## src/rtl/mem_port_pkg.sv

```systemverilog
// ---------------------------------------------------------------------------
// mem_port_pkg
// Shared widths and the request record used by the memory-port ingress
// buffer and its per-port FIFOs.
//   TAG_W      client tag width
//   ADDR_W     request address width (bank select + row)
//   DATA_W     write-data width
//   BANK_SEL_W bank-select bits at the top of the address
//   mem_req_t  {tag, addr, data, wen}, 31 bits at the default widths
// ---------------------------------------------------------------------------
package mem_port_pkg;

  localparam int TAG_W      = 2;
  localparam int ADDR_W     = 12;
  localparam int DATA_W     = 16;
  localparam int BANK_SEL_W = 2;

  typedef struct packed {
    logic [TAG_W-1:0]  tag;
    logic [ADDR_W-1:0] addr;
    logic [DATA_W-1:0] data;
    logic              wen;
  } mem_req_t;

endpackage

```

## src/rtl/req_fifo.sv

```systemverilog
// ---------------------------------------------------------------------------
// req_fifo
// DEPTH-entry FIFO of mem_req_t. Occupancy is tracked in an explicit level
// counter, so full/empty never depend on pointer equality.
// Ports:
//   clk, reset   rising-edge clock, synchronous active-high reset
//   push, wr_req write wr_req at the tail (ignored when full)
//   pop          drop the head entry (ignored when empty)
//   head         entry at the head, read straight from storage
//   level        occupancy, 0..DEPTH
//   full, empty  decoded from level
// ---------------------------------------------------------------------------
module req_fifo
  import mem_port_pkg::*;
#(
  parameter int DEPTH = 4,
  parameter int LVL_W = $clog2(DEPTH) + 1,
  parameter int PTR_W = $clog2(DEPTH)
) (
  input  logic             clk,
  input  logic             reset,
  input  logic             push,
  input  logic             pop,
  input  mem_req_t         wr_req,
  output mem_req_t         head,
  output logic [LVL_W-1:0] level,
  output logic             full,
  output logic             empty
);

  mem_req_t         mem_r [DEPTH];
  logic [PTR_W-1:0] wr_ptr_r;
  logic [PTR_W-1:0] rd_ptr_r;
  logic [LVL_W-1:0] level_r;
  logic             do_push_s;
  logic             do_pop_s;

  assign full      = (level_r == LVL_W'(DEPTH));
  assign empty     = (level_r == {LVL_W{1'b0}});
  assign do_push_s = push && !full;
  assign do_pop_s  = pop && !empty;
  assign head      = mem_r[rd_ptr_r];
  assign level     = level_r;

  // Pointer and occupancy state; pointers wrap naturally since DEPTH is 2^n.
  always_ff @(posedge clk) begin
    if (reset) begin
      wr_ptr_r <= {PTR_W{1'b0}};
      rd_ptr_r <= {PTR_W{1'b0}};
      level_r  <= {LVL_W{1'b0}};
    end else begin
      if (do_push_s) begin
        wr_ptr_r <= wr_ptr_r + PTR_W'(1);
      end
      if (do_pop_s) begin
        rd_ptr_r <= rd_ptr_r + PTR_W'(1);
      end
      case ({do_push_s, do_pop_s})
        2'b10:   level_r <= level_r + LVL_W'(1);
        2'b01:   level_r <= level_r - LVL_W'(1);
        default: level_r <= level_r;
      endcase
    end
  end

  // Entry storage; contents need no reset because level gates their use.
  always_ff @(posedge clk) begin
    if (do_push_s) begin
      mem_r[wr_ptr_r] <= wr_req;
    end
  end

endmodule

```

## src/rtl/mem_port_ingress_buffer.sv

```systemverilog
// ---------------------------------------------------------------------------
// mem_port_ingress_buffer
// Upstream stage of the 4-bank memory cluster. Queues requests from three
// client ports in per-port FIFOs and presents each port's head entry to the
// cluster. While freeze_inputs is high nothing is popped, so requests the
// cluster masks during freeze are held here rather than lost.
// Ports (N = 1..3):
//   clk, reset                   rising-edge clock, sync active-high reset
//   portN_req_valid/ready        client handshake; ready = level < DEPTH
//   portN_req_tag/addr/data/wen  client request fields
//   freeze_inputs                cluster consumes nothing this cycle
//   portN_req_tag_out/addr/data_in/wen/valid  head entry to the cluster,
//                                all zero when the port queue is empty
//   portN_level                  current occupancy
// Optional build macro MEM_INGRESS_BYPASS_EN: when a port is empty and not
// frozen, a valid client request is passed straight to the cluster in the
// same cycle and never written into the FIFO.
// ---------------------------------------------------------------------------
module mem_port_ingress_buffer
  import mem_port_pkg::*;
#(
  parameter  int DEPTH = 4,
  localparam int LVL_W = $clog2(DEPTH) + 1
) (
  input  logic              clk,
  input  logic              reset,
  input  logic              freeze_inputs,
  input  logic              port1_req_valid,
  output logic              port1_req_ready,
  input  logic [TAG_W-1:0]  port1_req_tag,
  input  logic [ADDR_W-1:0] port1_req_addr,
  input  logic [DATA_W-1:0] port1_req_data,
  input  logic              port1_req_wen,
  output logic [TAG_W-1:0]  port1_req_tag_out,
  output logic [ADDR_W-1:0] port1_addr,
  output logic [DATA_W-1:0] port1_data_in,
  output logic              port1_wen,
  output logic              port1_valid,
  output logic [LVL_W-1:0]  port1_level,
  input  logic              port2_req_valid,
  output logic              port2_req_ready,
  input  logic [TAG_W-1:0]  port2_req_tag,
  input  logic [ADDR_W-1:0] port2_req_addr,
  input  logic [DATA_W-1:0] port2_req_data,
  input  logic              port2_req_wen,
  output logic [TAG_W-1:0]  port2_req_tag_out,
  output logic [ADDR_W-1:0] port2_addr,
  output logic [DATA_W-1:0] port2_data_in,
  output logic              port2_wen,
  output logic              port2_valid,
  output logic [LVL_W-1:0]  port2_level,
  input  logic              port3_req_valid,
  output logic              port3_req_ready,
  input  logic [TAG_W-1:0]  port3_req_tag,
  input  logic [ADDR_W-1:0] port3_req_addr,
  input  logic [DATA_W-1:0] port3_req_data,
  input  logic              port3_req_wen,
  output logic [TAG_W-1:0]  port3_req_tag_out,
  output logic [ADDR_W-1:0] port3_addr,
  output logic [DATA_W-1:0] port3_data_in,
  output logic              port3_wen,
  output logic              port3_valid,
  output logic [LVL_W-1:0]  port3_level
);

  logic             in_valid_s  [3];
  mem_req_t         in_req_s    [3];
  mem_req_t         out_req_s   [3];
  logic             out_valid_s [3];
  logic             ready_s     [3];
  logic [LVL_W-1:0] level_s     [3];

  assign in_valid_s[0] = port1_req_valid;
  assign in_valid_s[1] = port2_req_valid;
  assign in_valid_s[2] = port3_req_valid;
  assign in_req_s[0]   = {port1_req_tag, port1_req_addr, port1_req_data, port1_req_wen};
  assign in_req_s[1]   = {port2_req_tag, port2_req_addr, port2_req_data, port2_req_wen};
  assign in_req_s[2]   = {port3_req_tag, port3_req_addr, port3_req_data, port3_req_wen};

  for (genvar p = 0; p < 3; p++) begin : g_port
    mem_req_t         head_s;
    mem_req_t         out_s;
    logic [LVL_W-1:0] fifo_level_s;
    logic             full_s;
    logic             empty_s;
    logic             bypass_s;
    logic             push_s;
    logic             pop_s;
    logic             valid_s;

    req_fifo #(.DEPTH(DEPTH)) u_fifo (
      .clk    (clk),
      .reset  (reset),
      .push   (push_s),
      .pop    (pop_s),
      .wr_req (in_req_s[p]),
      .head   (head_s),
      .level  (fifo_level_s),
      .full   (full_s),
      .empty  (empty_s)
    );

    // Output select, freeze gating and optional same-cycle bypass.
    always_comb begin
      bypass_s = 1'b0;
      out_s    = '0;
      valid_s  = 1'b0;
`ifdef MEM_INGRESS_BYPASS_EN
      bypass_s = empty_s && !freeze_inputs && in_valid_s[p];
`endif
      if (bypass_s) begin
        out_s   = in_req_s[p];
        valid_s = 1'b1;
      end else if (!empty_s) begin
        out_s   = head_s;
        valid_s = 1'b1;
      end else begin
        out_s   = '0;
        valid_s = 1'b0;
      end
      // A bypassed request is consumed by the cluster directly, never stored.
      push_s = in_valid_s[p] && !full_s && !bypass_s;
      pop_s  = !empty_s && !freeze_inputs;
    end

    assign out_req_s[p]   = out_s;
    assign out_valid_s[p] = valid_s;
    assign ready_s[p]     = !full_s;
    assign level_s[p]     = fifo_level_s;
  end

  assign port1_req_ready   = ready_s[0];
  assign port1_req_tag_out = out_req_s[0].tag;
  assign port1_addr        = out_req_s[0].addr;
  assign port1_data_in     = out_req_s[0].data;
  assign port1_wen         = out_req_s[0].wen;
  assign port1_valid       = out_valid_s[0];
  assign port1_level       = level_s[0];

  assign port2_req_ready   = ready_s[1];
  assign port2_req_tag_out = out_req_s[1].tag;
  assign port2_addr        = out_req_s[1].addr;
  assign port2_data_in     = out_req_s[1].data;
  assign port2_wen         = out_req_s[1].wen;
  assign port2_valid       = out_valid_s[1];
  assign port2_level       = level_s[1];

  assign port3_req_ready   = ready_s[2];
  assign port3_req_tag_out = out_req_s[2].tag;
  assign port3_addr        = out_req_s[2].addr;
  assign port3_data_in     = out_req_s[2].data;
  assign port3_wen         = out_req_s[2].wen;
  assign port3_valid       = out_valid_s[2];
  assign port3_level       = level_s[2];

endmodule
```

## config.mk

```make
export PLATFORM = sky130hd
export DESIGN_NAME = mem_port_ingress_buffer
export DESIGN_NICKNAME = d
export VERILOG_FILES = /design/src/rtl/mem_port_pkg.sv /design/src/rtl/req_fifo.sv /design/src/rtl/mem_port_ingress_buffer.sv
export SDC_FILE = /design/constraint.sdc
export NUM_CORES = 1
export LEC_CHECK = 0
export CAP_MARGIN = 40
export CORE_MARGIN = 1.5
export CORE_UTILIZATION = 42
export CTS_BUF_LIST = sky130_fd_sc_hd__clkbuf_2 sky130_fd_sc_hd__clkbuf_4 sky130_fd_sc_hd__clkbuf_8
export DETAILED_ROUTE_END_ITERATION = 16
export DONT_BUFFER_PORTS = 1
export SLEW_MARGIN = 5
export SYNTH_ARGS = -nofsm -noshare
export SYNTH_HDL_FRONTEND = slang
export SYNTH_HIERARCHICAL = 1
export SYNTH_SLANG_ARGS = --single-unit
export TNS_END_PERCENT = 1
```

## constraint.sdc

```tcl
create_clock -name clk -period 2.2 [get_ports clk]
set_input_delay 0.55 -clock clk [delete_from_list [all_inputs] [get_ports clk]]
set_output_delay 0.55 -clock clk [all_outputs]
set_load 0.05 [all_outputs]
```

==> results.tsv <==
metric	value	unit
GRT met2 Usage	29.01	%
Detail Route Antenna Nets	0	
post-layout min period	2.617	ns
row cnt	70	
vias in the first global route	8742	
Die Wd	195.5	um
Fin Setup TNS	-32.41	ns
fin util	55.25	%
met3 GRT Util	5.009	%
worst slew pin tran	0.8715	ns
1st-iter DRT viols	350	
buffers added on ports	0	
htree depth	3	
Clock Power Share	25.2	%
Layout Skew	0.02253	ns
Total Wirelength	31.36	mm
largest net degree at the start of global routing	35	
die span in y	195.5	um
final hold violation count	0	
Ys Warns	6	
clk sinks	399	
met1 Usage GRT	20.02	%
Post-DP HPWL	18.48	mm
flop2flop setup slack	0.05	ns
Seq/Total Area, Yosys	75.22	%
TritonCTS clock tree	built	
CP endpoint kind	output pin	
EDFF count, synth	372	
DR WL/cell	20.38	um
status	complete, but fails checks	
Clock Latency Late Sink	0.61	ns
Worst Path Required	1.65	ns
initial core utilization	42.63	%
Fill cells	2764	
clock tree buffer depth	3	
maxcap violations	0	
Critical Path Source Type	register	
CTS Buf Count	67	
main flop type after synthesis	edfxtp_1	
critical path arrival	2.07	ns
FF+latch area	11760	um^2
Vias/cell	5.112	
Root Driver	clkbuf_8	
Reg power frac	34.9	%
final worst setup slack	-0.4168	ns
vias after detailed routing	7867	
Layout area overhead	29.60	%
max-slew violation count	0	
switching share of power	36.39	%
GR Overflow Total	0	
Cell Area, Synth	15570	um^2
endpoints failing setup	96	
RSZ-0062 raised after global routing	true	
Initial DRT Pass Iterations	4	
Top Ports	207	
max_slew headroom	41.71	%
reg2reg start	g_port[2].u_fifo/level[2]$_SDFFE_PP0P_	
first-pass GRT wire length	48.51	mm
post-synthesis average cell area	20.51	um^2
crit-path max FO	6	
Place WS	-0.03154	ns
combinational power share	39.9	%
Synth area leader	edfxtp_1	
Post-Syn Nets	876	
nets	1137	
overall routing resource usage	16.88	%
failing checks	setup timing	
Seq cells post-synth	399	
PwrDens	1352	nW/um^2
core area	36520	um^2
final antenna diode count	0	
GPL Wtd Cong	0.7361	
Setup Crit Path Kind	reg -> out	
initial antenna violation count	1	
Synth top area share	71.75	%
Syn Inst Count	759	
Internal Power	0.01735	W
GRT Max-Usage Layer	met2	
ys async rst share	0	%
synth unique cells	23	
DRC Markers	0	
Peak supply drop	1.060	mV
multi-input logic area	3757	um^2
share of layout cells above drive strength 1	37.35	%
Fmax	382.2	MHz
Leak Pwr	6.794	nW
Final Cycle Share	118.9	%
CTS clk-pin slew, worst paths	0.06	ns
Net Switching	0.009929	W
worst hold path type	in -> reg	
die footprint	38240	um^2
min-delay src	reset	
top post-synthesis cells by area	edfxtp_1 72%, mux4_2 13%, nor2b_1 3.9%, dfxtp_1 3.5%, ha_1 1.2%	
## metrics by stage
step | cell area [um^2] | power [W] | std cells | hold slack, ns
2_1_floorplan | 15690 | 0.01643 | 759 | 0.4591
3_3_place_gp | 17310 | 0.01894 | 1333 | 0.4582
3_5_place_dp | 17310 | 0.01913 | 1333 | 0.4795
4_1_cts | 20110 | 0.02746 | 1540 | 0.00004335
5_1_grt | 20180 | 0.02842 | 1539 | 0.008180
6_report | 20180 | 0.02728 | 1539 | 0.05077
## state kept, by name, indices dropped and copies added, names as in the netlist, named ones only
name	flops
g_port.u_fifo/wr_ptr_r	6
g_port.u_fifo/level	9
g_port.u_fifo/rd_ptr_r	6
g_port.u_fifo/mem_r	372
## routing by layer
metal  wire [um]  vias to the layer above
li1            -                     3515
met1       12400                     4077
met2       16130                      233
met3        2276                       42
met4         559                        0
met5           0                        -
## path summary, 6_finish.rpt
path                                                             endpoint  depth (start not counted)
worst max-delay path                                 port3_req_tag_out[0]                          5
worst min-delay path                                             register                          1
worst max register to register     g_port[2].u_fifo/level[2]$_SDFFE_PP0P_                         11
worst min register to register  g_port[1].u_fifo/rd_ptr_r[1]$_SDFFE_PP0P_                          2
## cell usage in the layout (no fill, tap or decap), types with 3 or more instances in the layout
| cell type | count |
|---|---|
| edfxtp_1 | 372 |
| mux4_2 | 93 |
| buf_6 | 86 |
| dlygate4sd3_1 | 81 |
| nor2b_1 | 78 |
| clkbuf_8 | 67 |
| buf_4 | 28 |
| inv_1 | 25 |
| buf_12 | 23 |
| clkbuf_4 | 18 |
| nor2b_4 | 17 |
| nor2_1 | 15 |
| dfxtp_1 | 15 |
| and2_1 | 12 |
| ha_1 | 12 |
| dfxtp_4 | 12 |
| clkinv_1 | 11 |
| a21oi_1 | 11 |
| xor2_1 | 9 |
| o21ai_0 | 9 |
| or3_1 | 9 |
| clkinv_2 | 8 |
| clkinvlp_4 | 7 |
| bufinv_16 | 7 |
| nand2b_1 | 6 |
| inv_2 | 5 |
| nor2_4 | 3 |
| buf_16 | 3 |
| o31ai_2 | 3 |
| nor3_4 | 3 |
| nor3b_4 | 3 |
| nor2_2 | 3 |
| nand2_1 | 3 |
| mux2i_1 | 3 |
| fa_2 | 3 |
## synth_stat cells (9+ instances only)
cell,count
xor2_1,9
inv_1,30
or3_1,9
mux4_2,93
buf_6,9
and2_1,12
edfxtp_1,372
ha_1,15
a21oi_1,12
o21ai_0,9
dfxtp_1,27
nor2b_1,96
buf_2,9
buf_4,9
nor2_1,21
## critical path, stage by stage, from the launching register on
cell and delay, ns:
dfxtp_4 0.41, buf_12 0.13, buf_16 0.13, mux4_2 0.50
nor2b_4 0.14, buf_6 0.16
## logic make-up after synthesis
| group | Yosys count | share of synthesized area (%) |
|---|---|---|
| multiplexers | 96 | 13.65 |
| AND/OR/NAND/NOR | 153 | 5.955 |
| AO/OA/AOI/OAI | 24 | 0.9161 |
| buffers and inverters | 60 | 2.170 |
| flip-flops | 399 | 75.22 |
| XOR/XNOR | 9 | 0.5063 |
| adder cells (fa/ha/maj) | 18 | 1.591 |
## power groups by stage
stage                     logic (W)  registers [W]  clock network, W
after floorplan             0.00660        0.00983                 0
after global placement      0.00937        0.00958                 0
after detailed placement    0.00948        0.00965                 0
after CTS                    0.0108        0.00953           0.00708
after global routing         0.0114        0.00958           0.00740
final                        0.0109        0.00952           0.00687
## timing repair
action / in CTS / in global routing
endpoints found under the hold margin: 303 / 0
pin swaps: 4 / 6
cloned: 4 / 0
hold buffers: 81 / 0
setup endpoints to repair: 99 / 101
setup buffers: 2 / 0
resized for setup: 122 / 25
## final cells by class
type                    count  area share (%)
flip-flops and latches    399           58.26
multi-input cells         300           18.62
repair buffers            222           12.62
clock buffers              85           5.240
well taps                 468           2.902
clock inverters            35           1.792
inverters                  30          0.5581
No activity file was read; power rests on OpenSTA's default activity.
